`config.mk`:
```
export PLATFORM = sky130hd
export DESIGN_NAME = exception_ctrl
export DESIGN_NICKNAME = d
export VERILOG_FILES = /design/src/rtl/exc_pkg.sv /design/src/rtl/exc_prio_enc.sv /design/src/rtl/exception_ctrl.sv
export SDC_FILE = /design/constraint.sdc
export NUM_CORES = 1
export LEC_CHECK = 0
export CAP_MARGIN = 20
export CORE_MARGIN = 1.5
export CORE_UTILIZATION = 46
export DETAILED_ROUTE_END_ITERATION = 10
export HOLD_SLACK_MARGIN = 0.02
export PLACE_DENSITY = 0.95
export SLEW_MARGIN = 15
export SYNTH_ARGS = -nofsm -noshare
export SYNTH_HDL_FRONTEND = slang
export SYNTH_SLANG_ARGS = --single-unit
```
`constraint.sdc`:
```
create_clock -name clk -period 5.55 [get_ports clk]
set_clock_uncertainty 0.15 [all_clocks]
set_input_delay 0.555 -clock clk [delete_from_list [all_inputs] [get_ports clk]]
set_output_delay 0.555 -clock clk [all_outputs]
set_load 0.01 [all_outputs]
```
`src/rtl/exc_pkg.sv`:
```
// rtl/exc_pkg.sv - shared types, ExcCode constants and vector offsets for the exception controller
package exc_pkg;

   typedef struct packed {
      logic illegal_inst;
      logic inst_miss;
      logic inst_invalid;
      logic unknown_inst;
      logic overflow;
      logic syscall;
      logic brk;
      logic trap;
      logic illegal_data;
      logic data_miss;
      logic data_invalid;
      logic data_mod;
      logic eret;
   } exc_req_t;

   localparam logic [4:0] EX_INT  = 5'd0;
   localparam logic [4:0] EX_MOD  = 5'd1;
   localparam logic [4:0] EX_TLBL = 5'd2;
   localparam logic [4:0] EX_TLBS = 5'd3;
   localparam logic [4:0] EX_ADEL = 5'd4;
   localparam logic [4:0] EX_ADES = 5'd5;
   localparam logic [4:0] EX_SYS  = 5'd8;
   localparam logic [4:0] EX_BP   = 5'd9;
   localparam logic [4:0] EX_RI   = 5'd10;
   localparam logic [4:0] EX_OV   = 5'd12;
   localparam logic [4:0] EX_TR   = 5'd13;

   localparam logic [31:0] OFF_REFILL  = 32'h0000_0000;
   localparam logic [31:0] OFF_GENERAL = 32'h0000_0180;
   localparam logic [31:0] OFF_INT     = 32'h0000_0200;

   typedef enum logic [1:0] {S_IDLE, S_REDIRECT, S_DRAIN} state_e;
   typedef enum logic [1:0] {K_NONE, K_EXC, K_ERET} kind_e;
   typedef enum logic [1:0] {BAD_NONE, BAD_PC, BAD_DATA} bad_sel_e;
   typedef enum logic [1:0] {VEC_GENERAL, VEC_REFILL, VEC_INT, VEC_ERET} vec_sel_e;

   typedef struct packed {
      kind_e      kind;
      logic [4:0] exc_code;
      bad_sel_e   bad_sel;
      vec_sel_e   vec_sel;
   } exc_rec_t;

   function automatic logic [4:0] highest_set(input logic [31:0] v);
      logic [4:0] idx;
      idx = 5'd0;
      for (int i = 0; i < 32; i++) begin
         if (v[i]) idx = 5'(i);
      end
      return idx;
   endfunction

endpackage

```
`src/rtl/exc_prio_enc.sv`:
```
// rtl/exc_prio_enc.sv - fixed-priority encoder from exception requests to a cause record
module exc_prio_enc
   import exc_pkg::*;
#(
   parameter int NUM_INT = 8
) (
   input  exc_req_t             req,
   input  logic [NUM_INT-1:0]   int_pending,
   input  logic                 allow_int,
   input  logic                 data_we,
   output exc_rec_t             rec
);

   always_comb begin
      rec.kind     = K_EXC;
      rec.exc_code = EX_INT;
      rec.bad_sel  = BAD_NONE;
      rec.vec_sel  = VEC_GENERAL;
      if (allow_int && (|int_pending)) begin
         rec.vec_sel = VEC_INT;
      end else if (req.illegal_inst) begin
         rec.exc_code = EX_ADEL;
         rec.bad_sel  = BAD_PC;
      end else if (req.inst_miss) begin
         rec.exc_code = EX_TLBL;
         rec.bad_sel  = BAD_PC;
         rec.vec_sel  = VEC_REFILL;
      end else if (req.inst_invalid) begin
         rec.exc_code = EX_TLBL;
         rec.bad_sel  = BAD_PC;
      end else if (req.unknown_inst) begin
         rec.exc_code = EX_RI;
      end else if (req.overflow) begin
         rec.exc_code = EX_OV;
      end else if (req.syscall) begin
         rec.exc_code = EX_SYS;
      end else if (req.brk) begin
         rec.exc_code = EX_BP;
      end else if (req.trap) begin
         rec.exc_code = EX_TR;
      end else if (req.illegal_data) begin
         rec.exc_code = data_we ? EX_ADES : EX_ADEL;
         rec.bad_sel  = BAD_DATA;
      end else if (req.data_miss) begin
         rec.exc_code = data_we ? EX_TLBS : EX_TLBL;
         rec.bad_sel  = BAD_DATA;
         rec.vec_sel  = VEC_REFILL;
      end else if (req.data_invalid) begin
         rec.exc_code = data_we ? EX_TLBS : EX_TLBL;
         rec.bad_sel  = BAD_DATA;
      end else if (req.data_mod && data_we) begin
         // a modify fault is only meaningful for a store
         rec.exc_code = EX_MOD;
         rec.bad_sel  = BAD_DATA;
      end else if (req.eret) begin
         rec.kind    = K_ERET;
         rec.vec_sel = VEC_ERET;
      end else begin
         rec.kind = K_NONE;
      end
   end

endmodule

```
`src/rtl/exception_ctrl.sv`:
```
// rtl/exception_ctrl.sv - precise-exception FSM and redirect/flush control; EXC_VEC_INT_EN enables vectored interrupts
module exception_ctrl
   import exc_pkg::*;
#(
   parameter int          NUM_INT     = 8,
   parameter int          FLUSH_PORTS = 3,
   parameter logic [31:0] VEC_SPACING = 32'h20,
   parameter logic [31:0] BEV_BASE    = 32'hBFC0_0200
) (
   input  logic                   clk,
   input  logic                   reset,
   input  exc_req_t               req,
   input  logic                   data_we,
   input  logic [31:0]            pc,
   input  logic [31:0]            data_vaddr,
   input  logic [31:0]            cur_epc,
   input  logic [31:0]            cp0_epc,
   input  logic [31:0]            ebase,
   input  logic [NUM_INT-1:0]     int_pending,
   input  logic                   allow_int,
   input  logic                   sr_bev,
   input  logic                   sr_exl,
   input  logic                   cause_iv,
   input  logic                   fetch_ok,
   output logic                   exc_any,
   output logic                   flush,
   output logic [FLUSH_PORTS-1:0] vice_flush,
   output logic                   cp0_wr_exp,
   output logic                   clear_exl,
   output logic [4:0]             exc_code,
   output logic [31:0]            epc_out,
   output logic [31:0]            badvaddr,
   output logic                   badvaddr_we,
   output logic [31:0]            new_pc,
   output logic                   busy
);

   state_e      state;
   exc_rec_t    rec;
   logic [31:0] base;
   logic [31:0] target;
   logic [31:0] epc_next;

   exc_prio_enc #(.NUM_INT(NUM_INT)) u_prio (
      .req         (req),
      .int_pending (int_pending),
      .allow_int   (allow_int),
      .data_we     (data_we),
      .rec         (rec)
   );

   assign base    = sr_bev ? BEV_BASE : ebase;
   assign exc_any = (state == S_IDLE) && (rec.kind != K_NONE);
   assign busy    = (state != S_IDLE);

`ifdef EXC_VEC_INT_EN
   logic [31:0] int_vec_off;
   assign int_vec_off = {27'd0, highest_set(32'(int_pending))} * VEC_SPACING;
`endif

   always_comb begin
      target   = base + OFF_GENERAL;
      epc_next = cur_epc;
      case (rec.vec_sel)
         VEC_REFILL: begin
            // nested refill under EXL keeps the original EPC
            if (!sr_exl) target = base + OFF_REFILL;
            else         epc_next = cp0_epc;
         end
         VEC_INT: begin
`ifdef EXC_VEC_INT_EN
            if (cause_iv && !sr_bev) target = base + OFF_INT + int_vec_off;
            else
`endif
            if (cause_iv) target = base + OFF_INT;
         end
         VEC_ERET: target = cp0_epc;
         default: ;
      endcase
   end

   always_ff @(posedge clk) begin
      if (reset) begin
         state       <= S_IDLE;
         flush       <= 1'b0;
         vice_flush  <= '0;
         cp0_wr_exp  <= 1'b0;
         clear_exl   <= 1'b0;
         exc_code    <= 5'd0;
         epc_out     <= 32'd0;
         badvaddr    <= 32'd0;
         badvaddr_we <= 1'b0;
         new_pc      <= 32'd0;
      end else begin
         cp0_wr_exp  <= 1'b0;
         clear_exl   <= 1'b0;
         badvaddr_we <= 1'b0;
         case (state)
            S_IDLE: begin
               if (exc_any) begin
                  state       <= S_REDIRECT;
                  flush       <= 1'b1;
                  vice_flush  <= '1;
                  exc_code    <= rec.exc_code;
                  epc_out     <= epc_next;
                  new_pc      <= target;
                  cp0_wr_exp  <= (rec.kind == K_EXC);
                  clear_exl   <= (rec.kind == K_ERET);
                  badvaddr_we <= (rec.bad_sel != BAD_NONE);
                  if (rec.bad_sel == BAD_PC)        badvaddr <= pc;
                  else if (rec.bad_sel == BAD_DATA) badvaddr <= data_vaddr;
               end
            end
            S_REDIRECT: state <= S_DRAIN;
            S_DRAIN: begin
               if (fetch_ok) begin
                  state      <= S_IDLE;
                  flush      <= 1'b0;
                  vice_flush <= '0;
               end
            end
            default: state <= S_IDLE;
         endcase
      end
   end

endmodule

```
==> metrics.cfg, run 1 <==
[status]
status = finished clean

[layout]
antenna_cells = 0
register_area_um2 = 2120
multi_input_area_um2 = 4260
final_area_um2 = 10000
nets = 1276
stdcell_count = 1272
drive_gt1_share_pct = 5.24
fillerInstances = 1131
area_delta_synth_final_pct = 47.1

[floorplanning]
initial_utilization_pct = 47.0
io_pins = 299
coreArea_um2 = 14500
die-height_um = 125
fp-row-count = 44
die_w_um = 125
die_area_um2 = 15500

[sta]
setup_viol_count_final = 0
fin_crit_sh_pct = 75.1
min_period_ns = 4.17
final_max_slew_viol_count = 0
rsz0062_at_grt = no
hold_viol_final = 0
tightest_slew_ns = 1.09
relSlewSlack_pct = 26.9
fin_tns_setup_ns = 0
max_freq_mhz = 240

[global_route]
grt_pass1_wl_um = 41600
busiest_layer = met2
met1_usage_pct = 41.1
met3_usage_pct = 8.55
grt_pass1_vias = 7338
grt_usage_pct = 33.6
grt_max_degree = 88
antenna_found_initial = 0
globalRouteOverflowTotal = 0
grt_util_met2_pct = 56.0

[clock_network]
cts_setup_buffers = 0
clock_latency_ns = 0.34
clockBufferDepth = 2
cts_root_buffer = clkbuf_16
numCtsBuffers = 9
clkSinkCount = 106
cts_tree = done
clk_pin_slew_ns = 0.07
postCtsHoldBufs = 0
cts-resized-gates = 0
cts_max_level = 3

[drt]
dr.first_iter.drc_count = 942
wire_per_inst_um = 21.3
wirelength_um = 27100
drtPass1Iterations = 5
via_per_inst = 6.04
drc_errors = 0
antenna_left = 0
num_vias = 7682

[placement]
gp_congestion = 1.01
dpl_cell_area_um2 = 9690
dpl.hpwl_um = 20900
dp_cells = 1255
port_buffers = 297

[worst_setup_path]
path_common_cell = clkdlybuf4s50_1
max_stage_delay_ns = 0.64
crit_path_end_kind = primary output
crit_fanout = 38
cpLargestDelayFamily = buffers and inverters
worstRegToRegCells = 7
crit_chain = clkdlybuf4s50_1, or4_1, o21ai_2, buf_4, nand2_1, o21bai_2, clkinv_2, clkdlybuf4s50_1
worst_setup_path_start_kind = primary input
crit_type = in2out
cp.depth = 8
cp.required_ns = 4.85
cp.arrival_ns = 3.46
path_buf_inv = 4
timing.critical_path.slowest_stage_cell = clkdlybuf4s50_1

[yosys]
avgSynthCellArea_um2 = 8.16
netlist_instances = 834
yosysMostFrequentCell = nor2_1
synth_top_cell_by_area = dfxtp_1
yosys_warnings = 0
seq_area_frac_synth_pct = 31.2
ys_top_cells_by_area = dfxtp_1 (31%), mux2i_1 (10%), a211oi_1 (8.4%)
synth_top_area_share_pct = 31.2
syn-num-nets = 1027
synth_ff_type = dfxtp_1
synth_enable_flop_cells = 0
yosysUniqueCellTypes = 74
synth_seq_cells = 106
syn-cell-area_um2 = 6810
async_reset_ff_share_pct = 0
synthTopCellsByCount = nor2_1 (125), dfxtp_1 (106), a211oi_1 (76)

[worst_hold_path]
hold_path.class = reg2reg
hold-path-cell-count = 2

[power]
leakagePower_nw = 3.55
p_per_area_nw_per_um2 = 232
ir_drop_v = 0.000150

[run]
maxCapViolCount = 0

-- layer usage --
metal  wire length (um)  part of all wire (%)
met1              10400                    38
met4               1010                   3.7
met2              12800                    47
met3               2830                    10
met5                  0                     0
-- layout make-up --
cell class                 instances  share of cell area [%]
clock buffer                      11                    2.52
sequential                       106                    21.2
clock inverter                     5                   0.500
multi-input combinational        647                    42.6
tap                              184                    2.30
timing repair buffer             305                    30.4
inverter                          14                   0.537
-- worst paths after layout --
kind                  start     endpoint  slack (ns)
max reg2reg        state[0]    new_pc[8]        2.96
min reg2reg     exc_code[1]  exc_code[1]        0.31
max          int_pending[1]      exc_any        1.38
min             exc_code[1]  exc_code[1]        0.31
-- registers in the layout, indices dropped and copies added, names as in the netlist --
register     cells
badvaddr_we      1
badvaddr        32
new_pc          32
state            2
exc_code         4
vice_flush       1
epc_out         32
cp0_wr_exp       1
clear_exl        1
-- stage by stage --
stage | total power [mW] | util [%] | worst slack, ns | hold WS, ns
after global placement | 1.66 | 66.9 | 1.45 | 0.294
after floorplan | 1.27 | - | 2.02 | 0.326
after detailed placement | 1.68 | 66.9 | 1.29 | 0.296
after CTS | 2.32 | 69.0 | 1.41 | 0.306
final | 2.32 | 69.2 | 1.38 | 0.307
after global routing | 2.42 | 69.2 | 1.20 | 0.342
-- kinds of logic (layout without fill, tap and decap cells) --
logic type	after synthesis	after routing	synth area share, %
and+or+nand+nor	307	307	23.7
AOI/OAI and AO/OA	220	220	22.1
DFF	106	106	31.2
buffers and inverters	81	335	6.27
muxes	68	68	10.0
xor gates and xnor gates	47	47	6.05
adders and majority gates	4	4	0.735
other	1	1	0.0551
-- power by group --
part / internal, mW / total, mW / switching, mW / leakage, nW
combinational: 0.401 / 0.786 / 0.386 / 2.53
sequential: 0.847 / 0.895 / 0.0483 / 0.878
clock: 0.336 / 0.643 / 0.307 / 0.145
total: 1.58 / 2.32 / 0.741 / 3.55
-- placed cells by master, fill, tap and decap left out, drive strengths merged, types with 30 or more instances in the layout --
| cell type | netlist | layout |
|---|---|---|
| dfxtp | 106 | 106 |
| a21oi | 34 | 34 |
| mux2i | 68 | 68 |
| nor3 | 31 | 31 |
| nor2 | 129 | 129 |
| xnor2 | 30 | 30 |
| clkdlybuf4s50 | 0 | 296 |
| nand2 | 34 | 34 |
| a211oi | 78 | 78 |
| o21ai | 46 | 46 |
-- worst reg2reg max path: stages (launching register included) --
cell and delay (ns):
dfxtp_1 0.35, or2_2 0.31, o21bai_2 0.21, clkinv_2 0.36
buf_4 0.40, nand2_2 0.22, a211o_1 0.31, o21a_1 0.17
(Power assumes the default switching activity.)
==> inputs of run 2 (changes only) <==
--- a/config.mk
+++ b/config.mk
@@ -7,10 +7,10 @@
 export LEC_CHECK = 0
 export CAP_MARGIN = 20
 export CORE_MARGIN = 1.5
-export CORE_UTILIZATION = 46
+export CORE_UTILIZATION = 39
 export DETAILED_ROUTE_END_ITERATION = 10
 export HOLD_SLACK_MARGIN = 0.02
-export PLACE_DENSITY = 0.95
+export PLACE_DENSITY = 0.87
 export SLEW_MARGIN = 15
 export SYNTH_ARGS = -nofsm -noshare
 export SYNTH_HDL_FRONTEND = slang
==> constraint.sdc (replaced) <==
create_clock -name clk -period 3.8 [get_ports clk]
set_clock_uncertainty 0.15 [all_clocks]
set_input_delay 0.38 -clock clk [delete_from_list [all_inputs] [get_ports clk]]
set_output_delay 0.38 -clock clk [all_outputs]
set_load 0.01 [all_outputs]
==> metrics.cfg, run 2 (synthesized netlist as in run 1, its figures left out) <==
[status]
status = finished clean

[power]
ir_drop_v = 0.000239
leakagePower_nw = 3.68
switching_share_pct = 32.9
p_per_area_nw_per_um2 = 335
sequentialPowerShare_pct = 38.0
p_comb_share_pct = 33.8
clockPowerShare_pct = 28.1
p_int_mw = 2.31
p_switching_mw = 1.13

[drt]
dr.first_iter.drc_count = 756
antenna_left = 0
drc_errors = 0
via_per_inst = 5.74
drtPass1Iterations = 5
wire_per_inst_um = 20.5
num_vias = 7686
wirelength_um = 27400

[sta]
rsz0062_at_grt = no
final_max_slew_viol_count = 0
min_period_ns = 3.54
relSlewSlack_pct = 31.6
fin_crit_sh_pct = 93.1
hold_viol_final = 0
max_freq_mhz = 283
fin_tns_setup_ns = 0
tightest_slew_ns = 1.03
setup_viol_count_final = 0

[floorplanning]
die_w_um = 135
coreArea_um2 = 17200
io_pins = 299
die-height_um = 135
fp-row-count = 48
die_area_um2 = 18300
initial_utilization_pct = 39.6

[layout]
area_delta_synth_final_pct = 50.8
final_common_cell = clkdlybuf4s50_1
layout_common_cells = clkdlybuf4s50_1 (296), nor2_1 (125), dfxtp_1 (106)
final_area_um2 = 10300
reg_top3 = badvaddr x32, epc_out x32, new_pc x32
drive_gt1_share_pct = 7.37
nets = 1301

[global_route]
grt_pass1_wl_um = 41700
grt_usage_pct = 29.4
grt_max_degree = 55
antenna_found_initial = 1
globalRouteOverflowTotal = 0
grt_pass1_vias = 7340

[clock_network]
cts_root_buffer = clkbuf_16
clock_latency_ns = 0.35
clockBufferDepth = 2
cts-resized-gates = 0
numCtsBuffers = 9
postCtsHoldBufs = 0
cts_tree = done
clk_pin_slew_ns = 0.08
cts_setup_buffers = 0
clkSinkCount = 106
cts_max_level = 3

[worst_setup_path]
crit_type = in2out
cp.arrival_ns = 3.01
cp.required_ns = 3.27
worst_setup_path_start_kind = primary input
crit_fanout = 16
crit_path_end_kind = primary output

[placement]
port_buffers = 297
dpl_cell_area_um2 = 9960
dpl.hpwl_um = 21300
gp_congestion = 1.05

[run]
maxCapViolCount = 0

[worst_hold_path]
hold_path.class = reg2reg

[run 2: cell count changes in the layout (fill, tap and decap cells not counted)]
cell        previous run  this run
clkbuf_8               2         0
buf_4                  7        31
clkinv_8               1         2
clkinvlp_4             1         0
inv_6                  0         4
diode_2                0         1
buf_12                 1         2
clkinv_4               3         0
inv_8                  0         1
[run 2: worst max-delay path, cell delays in order]
cell and delay, ns:
clkdlybuf4s50_1 0.53, or4_1 0.64, nor3_1 0.24, nand2_1 0.14, o21bai_2 0.19, clkinv_2 0.30, clkdlybuf4s50_1 0.58
[run 2: worst paths after layout]
| path | from | end | slack (ns) | depth (start not counted) |
|---|---|---|---|---|
| max reg2reg | state[1] | new_pc[11] | 1.33 | 8 |
| min reg2reg | exc_code[3] | exc_code[3] | 0.31 | 2 |
| max | req[11] | exc_any | 0.26 | 7 |
| min | exc_code[3] | exc_code[3] | 0.31 | 2 |
[run 2: cell type report]
type	instances	area, um^2
diodes	1	2.50
multi-input cells	647	4260
inverters	14	53.8
clock inverters	7	78.8
fillers	1525	6910
flip-flops and latches	106	2120
repair buffers	330	3240
well taps	225	282
clock buffers	9	225
[run 2: power groups by stage]
| stage | registers, mW | clock network, mW | logic, mW |
|---|---|---|---|
| floorplan | 1.38 | 0 | 0.468 |
| global placement | 1.33 | 0 | 1.12 |
| detailed placement | 1.33 | 0 | 1.15 |
| CTS | 1.31 | 0.981 | 1.15 |
| global route | 1.32 | 1.02 | 1.24 |
| finish | 1.31 | 0.967 | 1.16 |
[run 2: stage by stage]
step           util, %  hold WS, ns  total power, mW  instances  worst slack (ns)
2_1_floorplan        -        0.326             1.85        834             0.444
3_3_place_gp      58.0        0.288             2.45       1322             0.432
3_5_place_dp      58.0        0.298             2.48       1322             0.308
4_1_cts           59.8        0.308             3.44       1338             0.296
5_1_grt           59.8        0.336             3.59       1339            0.0775
6_report          59.8        0.306             3.44       1339             0.260
[run 2: layer usage]
metal / part of all wire [%] / vias up / track usage (%)
li1: - / 3607 / -
met1: 40 / 3583 / 36.9
met2: 47 / 431 / 48.8
met3: 9.7 / 65 / 6.58
met4: 3.4 / 0 / 11.7
met5: 0 / - / 0
==> inputs of run 3 (changes only) <==
--- a/config.mk
+++ b/config.mk
@@ -9,6 +9,7 @@
 export CORE_MARGIN = 1.5
 export CORE_UTILIZATION = 39
 export DETAILED_ROUTE_END_ITERATION = 10
+export GPL_TIMING_DRIVEN = 0
 export HOLD_SLACK_MARGIN = 0.02
 export PLACE_DENSITY = 0.87
 export SLEW_MARGIN = 15
==> metrics.cfg, run 3 (synthesized netlist as in run 1, its figures left out) <==
[sta]
min_period_ns = 3.71
max_freq_mhz = 270
hold_viol_final = 0
fin_tns_setup_ns = 0
relSlewSlack_pct = 45.1
tightest_slew_ns = 0.816
fin_crit_sh_pct = 97.6
final_max_slew_viol_count = 0
holdWs_ns = 0.307
setup_viol_count_final = 0

[power]
leakagePower_nw = 3.71
sequentialPowerShare_pct = 37.9
p_switching_mw = 1.15
clockPowerShare_pct = 27.3
p_int_mw = 2.31
ir_drop_v = 0.000261
power_mw = 3.46
switching_share_pct = 33.3
p_per_area_nw_per_um2 = 334
p_comb_share_pct = 34.8

[worst_setup_path]
cp.arrival_ns = 3.18
cp.depth = 10
path_common_cell = clkdlybuf4s50_1
crit_type = in2out
max_stage_delay_ns = 0.55
timing.critical_path.slowest_stage_cell = or4_4
crit_chain = clkdlybuf4s50_1, or4_4, buf_6, nor3_2, nand2_1, o21bai_2, inv_2, buf_2, clkbuf_2, clkdlybuf4s50_1
crit_path_end_kind = primary output
rr_startpoint = state[0]
cp-startpoint = req[5]
path_buf_inv = 6
cp.required_ns = 3.27
worstRegToRegCells = 8
crit_fanout = 10
cpLargestDelayFamily = buffers and inverters
worst_setup_path_start_kind = primary input

[clock_network]
postCtsHoldBufs = 0
cts_tree = done
clock_latency_ns = 0.35
cts-resized-gates = 6
clk_pin_slew_ns = 0.08
cts_max_level = 3
cts_setup_buffers = 0
numCtsBuffers = 9
clockBufferDepth = 2
clkSinkCount = 106
cts_root_buffer = clkbuf_16

[floorplanning]
coreArea_um2 = 17200
die_area_um2 = 18300
initial_utilization_pct = 39.6
fp-row-count = 48
die_w_um = 135
io_pins = 299
die-height_um = 135

[global_route]
grt_max_degree = 21
globalRouteOverflowTotal = 0
grt_pass1_wl_um = 43500
grt_usage_pct = 30.9
antenna_found_initial = 0
grt_pass1_vias = 7607

[drt]
drc_errors = 0
num_vias = 8018
dr.first_iter.drc_count = 798
wirelength_um = 29300
antenna_left = 0
via_per_inst = 5.86
wire_per_inst_um = 21.4
drtPass1Iterations = 5

[placement]
dpl.hpwl_um = 23300
dp_cells = 1352
port_buffers = 293
dpl_cell_area_um2 = 10000
gp_congestion = 1.03

[worst_hold_path]
worstHoldStart = exc_code[3]
hold_path.class = reg2reg
hold-path-cell-count = 2

[layout]
final_common_cell = clkdlybuf4s50_1
antenna_cells = 0
nets = 1331
drive_gt1_share_pct = 7.44
layout_common_cells = clkdlybuf4s50_1 (293), nor2_1 (125), dfxtp_1 (106)
stdcell_count = 1368
final_area_um2 = 10400
reg_top3 = badvaddr x32, epc_out x32, new_pc x32
area_delta_synth_final_pct = 52.1

[status]
status = finished clean

[run]
maxCapViolCount = 0

-- run 3: worst paths after layout --
kind,end,slack (ns)
setup / recovery,exc_any,0.09
hold / removal,exc_code[3],0.31
setup reg to reg,badvaddr[14],1.51
hold reg to reg,exc_code[3],0.31
-- run 3: power by group through the flow --
| stage | sequential, mW | clock [mW] | combinational (mW) |
|---|---|---|---|
| floorplan | 1.38 | 0 | 0.468 |
| global placement | 1.33 | 0 | 1.16 |
| detailed placement | 1.33 | 0 | 1.18 |
| CTS | 1.31 | 0.945 | 1.19 |
| global route | 1.32 | 0.993 | 1.28 |
| finish | 1.31 | 0.946 | 1.20 |
-- run 3: worst reg2reg max path, delay by kind of cell (launching register included) --
family	cells	cell delay, ns
compound gates	2	0.51
flops	1	0.35
simple gates	3	0.52
buf+inv	3	0.68
-- run 3: layout make-up --
| cell class | instances | area, um^2 |
|---|---|---|
| well taps | 225 | 282 |
| clock buffers | 9 | 225 |
| fillers | 1506 | 6820 |
| flip-flops and latches | 106 | 2120 |
| plain buffers | 67 | 389 |
| repair buffers | 293 | 2930 |
| inverters | 14 | 52.6 |
| multi-input cells | 647 | 4280 |
| clock inverters | 7 | 70.1 |
-- run 3: per-layer routing --
layer | up-vias | routed length, um | track usage [%]
met1 | 3784 | 11600 | 38.6
met3 | 95 | 2820 | 6.96
met2 | 469 | 13700 | 51.2
met4 | 0 | 1260 | 13.6
met5 | - | 0 | 0
li1 | 3670 | - | -
-- run 3: per-stage QoR --
step / setup slack, ns / util, %
finish: 0.0924 / 60.3
global route: -0.00678 / 60.3
CTS: 0.00437 / 60.2
detailed placement: -0.826 / 58.4
global placement: -0.852 / 58.4
floorplan: 0.444 / -
